### config.mk
export PLATFORM = sky130hd
export DESIGN_NAME = gbc_oam_dma_controller
export DESIGN_NICKNAME = d
export VERILOG_FILES = /design/src/rtl/gbc_oam_dma_controller.sv
export SDC_FILE = /design/constraint.sdc
export NUM_CORES = 1
export LEC_CHECK = 0
export BUFFER_PORTS_ARGS = -buffer_cell sky130_fd_sc_hd__buf_2
export CORE_MARGIN = 4
export CORE_UTILIZATION = 52
export CTS_BUF_LIST = sky130_fd_sc_hd__clkbuf_2 sky130_fd_sc_hd__clkbuf_4 sky130_fd_sc_hd__clkbuf_8
export DETAILED_ROUTE_END_ITERATION = 8
export PLACE_DENSITY = 0.82
export SLEW_MARGIN = 20
export SYNTH_ARGS = -nofsm -noshare
export SYNTH_HDL_FRONTEND = slang
export SYNTH_SLANG_ARGS = --single-unit
### constraint.sdc
create_clock -name Clk -period 2.15 [get_ports Clk]
set_input_delay 0.3225 -clock Clk [delete_from_list [all_inputs] [get_ports Clk]]
set_output_delay 0.3225 -clock Clk [all_outputs]
set_load 0.005 [all_outputs]
### src/rtl/gbc_oam_dma_controller.sv
// OAM DMA sequencer: copies Length bytes from (page << 8) into OAM, at most one byte per ClkEn pulse.
// Source reads wait for SrcReady/SrcDataReady; a byte that arrives late costs whole machine cycles, never a byte.
module gbc_oam_dma_controller #(
    parameter int Length   = 160,
    parameter bit EchoFold = 1'b1
) (
    input  logic        Clk,
    input  logic        Reset_n,
    input  logic        ClkEn,
    input  logic        RegWrite,
    input  logic [7:0]  RegData,
    output logic [7:0]  RegDout,
    output logic        SrcAccess,
    output logic [15:0] SrcAddress,
    input  logic        SrcReady,
    input  logic        SrcDataReady,
    input  logic [7:0]  SrcDin,
    output logic        OamWrite,
    output logic [7:0]  OamAddress,
    output logic [7:0]  OamDout,
    output logic        Active
);

    localparam int IdxW = (Length > 1) ? $clog2(Length) : 1;
    localparam logic [IdxW-1:0] LastIdx = IdxW'(Length - 1);

    typedef enum logic [2:0] {
        ST_IDLE,
        ST_START,
        ST_READ,
        ST_WAIT,
        ST_WRITE
    } state_t;

    state_t          state;
    state_t          state_nxt;
    logic [7:0]      page;
    logic [IdxW-1:0] index;
    logic [IdxW-1:0] index_nxt;
    logic [7:0]      index_nxt_ext;
    logic [7:0]      index_ext;
    logic [7:0]      data_q;
    logic [15:0]     src_addr_q;
    logic            write_fire;
    logic            accept_dat;

    // Echo RAM ($E0-$FF) mirrors WRAM ($C0-$DF) when folding is enabled.
    function automatic logic [7:0] eff_page(input logic [7:0] p);
        if (EchoFold && (p >= 8'hE0)) begin
            return p - 8'h20;
        end
        return p;
    endfunction

    assign write_fire = (state == ST_WRITE) && ClkEn;
    // A restart discards any byte landing in the same Clk.
    assign accept_dat = !RegWrite && SrcDataReady &&
                        (((state == ST_READ) && SrcReady) || (state == ST_WAIT));

    always_ff @(posedge Clk or negedge Reset_n) begin
        if (!Reset_n) begin
            state <= ST_IDLE;
        end else begin
            state <= state_nxt;
        end
    end

    always_comb begin
        state_nxt = state;
        case (state)
            ST_IDLE:  state_nxt = ST_IDLE;
            ST_START: if (ClkEn) state_nxt = ST_READ;
            ST_READ: begin
                if (SrcReady) begin
                    state_nxt = SrcDataReady ? ST_WRITE : ST_WAIT;
                end
            end
            ST_WAIT:  if (SrcDataReady) state_nxt = ST_WRITE;
            ST_WRITE: begin
                if (ClkEn) begin
                    state_nxt = (index == LastIdx) ? ST_IDLE : ST_READ;
                end
            end
            default:  state_nxt = ST_IDLE;
        endcase
        if (RegWrite) begin
            state_nxt = ST_START;
        end
    end

    always_comb begin
        SrcAccess = (state == ST_READ);
        OamWrite  = write_fire;
        Active    = (state != ST_IDLE);
    end

    always_comb begin
        index_nxt = index;
        if (RegWrite) begin
            index_nxt = '0;
        end else if (write_fire && (index != LastIdx)) begin
            index_nxt = index + 1'b1;
        end
    end

    always_comb begin
        index_ext                = '0;
        index_ext[IdxW-1:0]      = index;
        index_nxt_ext            = '0;
        index_nxt_ext[IdxW-1:0]  = index_nxt;
    end

    // Source address is captured on entry to READ so it stays stable while the request is held.
    always_ff @(posedge Clk or negedge Reset_n) begin
        if (!Reset_n) begin
            page       <= 8'hFF;
            index      <= '0;
            data_q     <= 8'h00;
            src_addr_q <= 16'h0000;
        end else begin
            if (RegWrite) begin
                page <= RegData;
            end
            index <= index_nxt;
            if (accept_dat) begin
                data_q <= SrcDin;
            end
            if (state_nxt == ST_READ) begin
                src_addr_q <= {eff_page(page), index_nxt_ext};
            end
        end
    end

    assign RegDout    = page;
    assign SrcAddress = src_addr_q;
    assign OamAddress = index_ext;
    assign OamDout    = data_q;

    a_index_bound: assert property (@(posedge Clk) disable iff (!Reset_n)
        index <= LastIdx);

    a_req_held: assert property (@(posedge Clk) disable iff (!Reset_n)
        (SrcAccess && !SrcReady && !RegWrite) |=> SrcAccess);

    a_idle_quiet: assert property (@(posedge Clk) disable iff (!Reset_n)
        (state == ST_IDLE) |-> (!OamWrite && !SrcAccess));

endmodule
# Yosys cells after proc, flatten, opt, wreduce, memory -nomap -nowiden
# Index checks and enable logic that the tools add are counted.
totals:
  regBits: 43
  latch_bits: 0
  rom_bits: 0
  memories: 0
  mem_bits_rw: 0
  out_inout_bits: 43
classes:
  n_bitwise: 0
  multipliers: 0
  mux: 14
  add_sub_neg: 2
  div_mod_pow: 0
  order_cmp: 1
  n_reduce_logical: 8
  n_eq_ne: 7
  shifts: 0
ops:
  columns: ["cell", "n"]
  rows:
  - ["$mux W8", 4]
  - ["$mux W3", 6]
  - ["$pmux W3 S4", 1]
  - ["$eq A3 B2 Y1 const B", 3]
  - ["$add A8 B1 Y8 const B", 1]
  - ["$eq A8 B8 Y1 const B", 1]
  - ["$ge A8 B8 Y1 const B", 1]
  - ["$ne A8 B8 Y1 const B", 1]
  - ["$sub A8 B6 Y8 const B", 1]
  - ["$logic_and A1 B1 Y1", 5]
  - ["$eq A3 B1 Y1 const B", 1]
  - ["$eq A3 B3 Y1 const B", 1]
  - ["$reduce_bool A3 Y1", 1]
  - ["$mux W1", 2]
  - ["$mux W2", 1]
  - ["$logic_not A1 Y1", 1]
  - ["$logic_or A1 B1 Y1", 1]

# Longest topological paths before layout
# Gate-level depths: netlist (run 1).
logic_depth:
  ltp_word: 8
  depth_mapped: 7
  mapped_depth_nobuf: 6

# Worst setup path before layout (run 1)
# OpenSTA, ideal clock, no wires.
synth_timing:
  path_type: "flip-flop to flip-flop"
  start: "reg index[5], in the netlist OamAddress[5]"
  end: "reg src_addr_q[10], in the netlist SrcAddress[10]"
  stages_incl_launch_ff: 7
  arrival_ps: 1825
  setup_slack_ps: 200
  period_less_slack_ps: 1950
  cell_sequence: "dfrtp_1 or3b_4 o21ai_4 o21ai_2 nand2_2 buf_6 mux2_4"
synth_between:
  elab_chain_cells: 6
synth_lines:
  columns: ["element", "line", "text"]
  rows:
  - ["start: declaration", "38", "logic [IdxW-1:0] index;"]
  - ["start signal: assignment", "124", "index <= index_nxt;"]
  - ["$eq A8 B8 Y1", "81", "state_nxt = (index == LastIdx) ? ST_IDLE : ST_READ;"]
  - ["$mux W2", "81", null]
  - ["$mux W3", "80", "if (ClkEn) begin"]
  - ["$pmux W3 S4", "70", "case (state)"]
  - ["$mux W3", "86", "if (RegWrite) begin"]
  - ["$eq A3 B2 Y1", "128", "if (state_nxt == ST_READ) begin"]
  - ["end signal: assignment", "129", "src_addr_q <= {eff_page(page), index_nxt_ext};"]
  - ["end: declaration", "43", "logic [15:0] src_addr_q;"]
# No other way between the ends.
# A chain may end at the register's enable or synchronous reset.

# Worst setup path in the final report (run 1)
layout_timing:
  start: "reg state[0]"
  end: "reg data_q[2], in the netlist OamDout[2]"
layout_between:
  elab_chain_cells: 4
layout_lines:
  columns: ["element", "line", "text"]
  rows:
  - ["start: declaration", "35", "state_t state;"]
  - ["start signal: assignment", "64", "state <= state_nxt;"]
  - ["$eq A3 B2 Y1", "58", "(((state == ST_READ) && SrcReady) || (state == ST_WAIT));"]
  - ["$logic_and A1 B1 Y1", "58", null]
  - ["$logic_or A1 B1 Y1 *", "58", null]
  - ["$logic_and A1 B1 Y1 *", "57", "assign accept_dat = !RegWrite && SrcDataReady &&"]
  - ["end signal: assignment", "126", "data_q <= SrcDin;"]
  - ["end: declaration", "42", "logic [7:0] data_q;"]
# Mark *: on every way between the ends. The rest lies on a longest branch, timed or not.

==> run_results.csv, run 1 <==
group,metric,value,unit
status,run_status,"complete, no violations",
logic_synthesis,synth_area,1970,µm²
logic_synthesis,synth_ff_type,"dfrtp_1",
cells_and_area,regArea,1090,µm²
grt,grt_overflow,0,
grt,track_usage,0.182,
power_and_ir_drop,comb_power_share,0.227,
placed_design,place_area,2350,µm²
detailed_routing,avgRoutedWirePerCell,14.7,µm
critical_path,ff2ff_setup_slack,0.15,ns
hold_path,min_path_type,"in -> reg",
floorplanning,die_h,69.5,µm
logic_synthesis,synthesis.instances,152,
placed_design,dp_hpwl,3.06,mm
power_and_ir_drop,clock_power_share,0.255,
timing,finalHoldViolCount,0,
detailed_routing,vias_per_cell,5.17,
critical_path,reg2reg_depth,4,
cells_and_area,stdcell_count,276,
detailed_routing,wl,4.05,mm
cells_and_area,multi_input_area,821,µm²
logic_synthesis,synth_nets,176,
timing,finalCritPeriodShare,0.929,
critical_path,path_max_fanout,10,
logic_synthesis,synth-seq-area-share,0.552,
timing,rsz0062_at_grt,"no",
power_and_ir_drop,p_int,1.53,mW
critical_path,reg2reg_to,"OamDout[2]",
critical_path,path_delay_family,"simple AND/OR/NAND/NOR gates",
placed_design,port_buffers,64,
detailed_routing,dr_total_vias,1427,
clock_network,cts.htree.levels,2,
cells_and_area,layout_commonest_cell,"buf_2",
clock_network,numCtsBuffers,5,
grt,grt_max_degree,25,
cells_and_area,syn2layout_area_growth,26.0,%
hold_path,hold_end,"RegDout[7]",
power_and_ir_drop,ir_worst_vdd,738,µV
logic_synthesis,synth_cell_types,41,
floorplanning,start_util,0.537,
logic_synthesis,yosys_warnings,0,
cells_and_area,final_area,2480,µm²
detailed_routing,drt_iter0_drc,75,
critical_path,startpoint,"state[0]",
grt,grt_pass1_vias,1405,
detailed_routing,dr.pass1.iters,4,
floorplanning,die_w,69.5,µm
clock_network,clockBufferDepth,2,
critical_path,worst-path-buf-inv,0,
cells_and_area,post-route-util,0.677,
clock_network,cts_tree,"built",
grt,grt_pass1_wl,7.00,mm
critical_path,max_stage_delay,0.49,ns
critical_path,slowest_stage,"or3b_2",
logic_synthesis,synth_edf_count,0,
cells_and_area,layout_common_cells,"64 x buf_2, 35 x dfrtp_1, 18 x mux2_2",
detailed_routing,ant_nets,0,
floorplanning,core_region_area,3660,µm²
logic_synthesis,avgSynthCellArea,12.9,µm²
cells_and_area,n_fill_cell,282,
timing,maxSlewHeadroom,0.720,
timing,fin_tns_setup,0,ns
hold_path,hold_start,"RegData[7]",
clock_network,clkLatencyLatePin,0.29,ns
floorplanning,fp-row-count,22,
floorplanning,ios,65,
cells_and_area,drive_above_1_share,0.579,
critical_path,r2r_start,"state[0]",
timing,setup_viol,0,
critical_path,cp-start-kind,"flop",
power_and_ir_drop,p_leak,1.26,nW
clock_network,cts.sinks,43,
placed_design,placedCellCount,264,
timing,tightest_slew,0.420,ns
cells_and_area,antenna_cells,0,
clock_network,path_clk_slew,0.08,ns
hold_path,hold_depth,3,
critical_path,cp.arrival,2.17,ns
placed_design,gp_congestion,0.810,
clock_network,cts_root_buf,"clkbuf_8",
job,drv_cap,0,
power_and_ir_drop,powerDensity,833,nW/µm²
critical_path,critPathKind,"reg -> reg",
detailed_routing,remaining_drc_errors,0,
power_and_ir_drop,power_frac_seq,0.518,
critical_path,cp_cell_sequence,"o21ai_0 > or3b_2 > nor2_2 > mux2_2",
critical_path,crit_required,2.33,ns
critical_path,end_kind,"flop",
floorplanning,die_area,4830,µm²
timing,period_needed,2.00,ns
power_and_ir_drop,p_total,2.07,mW
timing,drv_slew,0,
power_and_ir_drop,swShare,0.257,
logic_synthesis,synthArstFlopShare,1.00,
cells_and_area,fin_nets,251,
grt,antenna_found_initial,0,
power_and_ir_drop,p_switching,0.530,mW
timing,fmax,0.501,GHz
timing,skew,0.0103,ns
logic_synthesis,synth_seq_cells,43,
-- what timing repair did --
item	in CTS	in global routing
setup endpoints to repair	0	10
endpoints found under the hold margin	14	0
setup buffers	0	3
hold buffers	1	0
resized for setup	0	0
-- tightest hold or removal path: stages --
cell and delay [ns]:
buf_2 0.07, nand2_1 0.04, o21ai_0 0.06
-- power by group through the flow --
stage	Clock (mW)	Combinational (mW)	Sequential, mW
after global placement	0	0.463	1.07
after global routing	0.584	0.518	1.09
after CTS	0.546	0.479	1.07
after detailed placement	0	0.474	1.08
final	0.527	0.469	1.07
after floorplan	0	0.235	1.09
-- stage by stage --
step | hold WS, ns | setup slack, ns
after floorplan | 0.0269 | 0.200
after global placement | 0.285 | 0.146
after detailed placement | 0.280 | 0.0903
after CTS | 0.233 | 0.0688
after global routing | 0.242 | 0.00148
final | 0.243 | 0.154
-- metal layers --
metal,share of wire,vias up,GRT usage
li1,-,686,-
met2,0.50,47,0.290
met4,0.0096,0,0.0456
met5,0,-,0
met1,0.43,690,0.239
met3,0.059,4,0.0594
-- how the worst max path moves through the flow --
stage	end	slack, ns	depth (start not counted)
global route	OamDout[7]	0.001	4
floorplan	SrcAddress[10]	0.20	6
finish	OamDout[2]	0.15	4
detailed placement	SrcAddress[7]	0.09	6
global placement	SrcAddress[9]	0.15	6
CTS	SrcAddress[10]	0.07	6
-- cell type report --
class / count / area share
flip-flops and latches: 43 / 0.438
multi-input cells: 98 / 0.331
repair buffers: 74 / 0.161
clock buffers: 7 / 0.0363
well taps: 48 / 0.0242
inverters: 5 / 0.00757
clock inverters: 1 / 0.00202
-- logic make-up after synthesis --
| family | synth area share |
|---|---|
| buf+inv | 0.0305 |
| mux | 0.190 |
| simple gates | 0.123 |
| flops | 0.552 |
| compound gates | 0.0789 |
| xor+xnor | 0.0134 |
| fa+ha+maj | 0.0127 |
-- sequential cells by signal, indices dropped and copies added, names as in the netlist --
register and flops:
RegDout 8, OamDout 8, state 3, SrcAddress 16, OamAddress 8
-- synthesized netlist by cell type (3+ instances only) --
cell	n	share of area
nand2_1	6	0.011
dfrtp_1	35	0.45
nand3_1	3	0.0076
a31oi_1	3	0.0095
nor3_1	4	0.010
o21ai_0	7	0.018
dfstp_2	8	0.11
mux2_2	18	0.10
mux2_4	10	0.076
clkbuf_1	3	0.0057
inv_1	5	0.0095
a21oi_1	7	0.018
nor2_1	9	0.017
No activity file was read; power rests on OpenSTA's default activity.
==> run 2, diff against run 1 <==
==> constraint.sdc (replaced) <==
create_clock -name Clk -period 2.15 [get_ports Clk]
set_input_delay 0.43 -clock Clk [delete_from_list [all_inputs] [get_ports Clk]]
set_output_delay 0.43 -clock Clk [all_outputs]
set_load 0.005 [all_outputs]
==> run 2 against run 1 <==
Against the previous run:
- setup slack worse by 0.044 ns
- clock power rose by 6.5%
- die area unchanged
- flip-flop and latch count did not move
- worst hold slack worse by 0.052 ns
- via count down 3.0%
- critical path depth up 2
- critical path type unchanged
- critical endpoint is now SrcAddress[0]
- largest power group unchanged
==> run_results.csv, run 2 (synthesis results as in run 1) <==
group,metric,value,unit
critical_path,cp_cell_sequence,"or3b_4 > o21ai_4 > o21ai_2 > nand2_2 > buf_12 > mux2_2",
timing,setup_viol,0,
critical_path,crit_required,2.32,ns
detailed_routing,wl,4.14,mm
clock_network,path_clk_slew,0.08,ns
floorplanning,core_region_area,3660,µm²
floorplanning,start_util,0.537,
critical_path,path_max_fanout,12,
detailed_routing,vias_per_cell,5.13,
grt,grt_max_degree,44,
timing,maxSlewHeadroom,0.652,
cells_and_area,antenna_cells,0,
cells_and_area,final_area,2450,µm²
clock_network,cts_tree,"built",
cells_and_area,drive_above_1_share,0.572,
clock_network,cts.sinks,43,
timing,hold_ws,0.191,ns
clock_network,clkLatencyLatePin,0.29,ns
cells_and_area,layout_common_cells,"64 x buf_2, 35 x dfrtp_1, 18 x mux2_2",
timing,period_needed,2.04,ns
power_and_ir_drop,p_leak,1.24,nW
timing,fmax,0.490,GHz
detailed_routing,ant_nets,0,
detailed_routing,avgRoutedWirePerCell,15.3,µm
floorplanning,die_area,4830,µm²
hold_path,min_path_type,"in -> async",
status,run_status,"complete, no violations",
timing,tightest_slew,0.522,ns
floorplanning,fp-row-count,22,
placed_design,place_area,2350,µm²
critical_path,max_stage_delay,0.42,ns
detailed_routing,remaining_drc_errors,0,
grt,grt_pass1_wl,6.83,mm
timing,skew,0.00592,ns
floorplanning,ios,65,
clock_network,cts_setup_buffers,0,
detailed_routing,drt_iter0_drc,34,
timing,fin_tns_setup,0,ns
timing,drv_slew,0,
clock_network,hold_buffers,0,
critical_path,cp.arrival,2.22,ns
grt,grt_overflow,0,
power_and_ir_drop,powerDensity,856,nW/µm²
clock_network,numCtsBuffers,5,
job,drv_cap,0,
critical_path,cp-start-kind,"flop",
critical_path,slowest_stage,"dfrtp_1",
power_and_ir_drop,ir_worst_vdd,576,µV
cells_and_area,post-route-util,0.670,
clock_network,cts.htree.levels,2,
timing,finalCritPeriodShare,0.949,
floorplanning,die_w,69.5,µm
timing,rsz0062_at_grt,"no",
critical_path,end_kind,"flop",
critical_path,critPathKind,"reg -> reg",
clock_network,cts_resized,0,
power_and_ir_drop,p_total,2.10,mW
placed_design,gp_congestion,0.780,
clock_network,clockBufferDepth,2,
cells_and_area,largest_register_ffs,16,
detailed_routing,dr.pass1.iters,4,
clock_network,cts_root_buf,"clkbuf_8",
placed_design,port_buffers,64,
grt,grt_pass1_vias,1429,
floorplanning,die_h,69.5,µm
grt,antenna_found_initial,0,
timing,finalHoldViolCount,0,
cells_and_area,fin_nets,245,
cells_and_area,syn2layout_area_growth,24.7,%
cells_and_area,layout_commonest_cell,"buf_2",
detailed_routing,dr_total_vias,1384,
grt,track_usage,0.179,
placed_design,dp_hpwl,3.12,mm
-- run 2: changes by cell type in the layout (fill, tap and decap cells not counted), sizes merged --
| cell | change |
|---|---|
| dlygate4sd3 | -1 |
| clkinv | -1 |
| clkbuf | +1 |
| buf | -5 |
-- run 2: metal layers --
metal | GRT usage | up-vias | wire length (µm)
li1 | - | 675 | -
met2 | 0.313 | 37 | 2110
met1 | 0.207 | 663 | 1740
met4 | 0.0716 | 0 | 63
met5 | 0 | - | 0
met3 | 0.0507 | 9 | 223
-- run 2: stage by stage --
stage	setup slack, ns	cells
after floorplan	0.200	152
after global placement	0.175	262
after detailed placement	0.131	262
after CTS	0.104	270
after global routing	0.00268	270
final	0.110	270
-- run 2: final timing paths --
kind	startpoint	endpoint	slack (ns)	depth (start not counted)
worst max-delay path	OamAddress[6]	SrcAddress[0]	0.11	6
worst min-delay path	Reset_n	SrcAddress[14]	0.19	2
worst max register to register	OamAddress[6]	SrcAddress[0]	0.11	6
worst min register to register	OamDout[3]	OamDout[3]	0.51	1
max in group asynchronous	Reset_n	RegDout[7]	1.58	2
min in group Clk	RegData[7]	RegDout[7]	0.35	3
-- run 2: cell type report --
type,count,area (µm²)
Fill cell,298,1210
Sequential cell,43,1090
Multi-Input combinational cell,98,821
Timing Repair Buffer,68,363
Clock buffer,8,104
Tap cell,48,60.1
Inverter,5,18.8
-- run 2: worst max-delay path, delay by kind of cell, from the launching register on --
family / cells / cell delay, ns
flops: 1 / 0.42
mux: 1 / 0.34
simple gates: 2 / 0.56
compound gates: 2 / 0.43
buf+inv: 1 / 0.17
-- run 2: report_power, final --
part / internal [mW] / switching, mW / total (mW)
clock network: 0.306 / 0.256 / 0.561
logic: 0.285 / 0.184 / 0.469
registers: 0.978 / 0.0904 / 1.07
total: 1.57 / 0.530 / 2.10
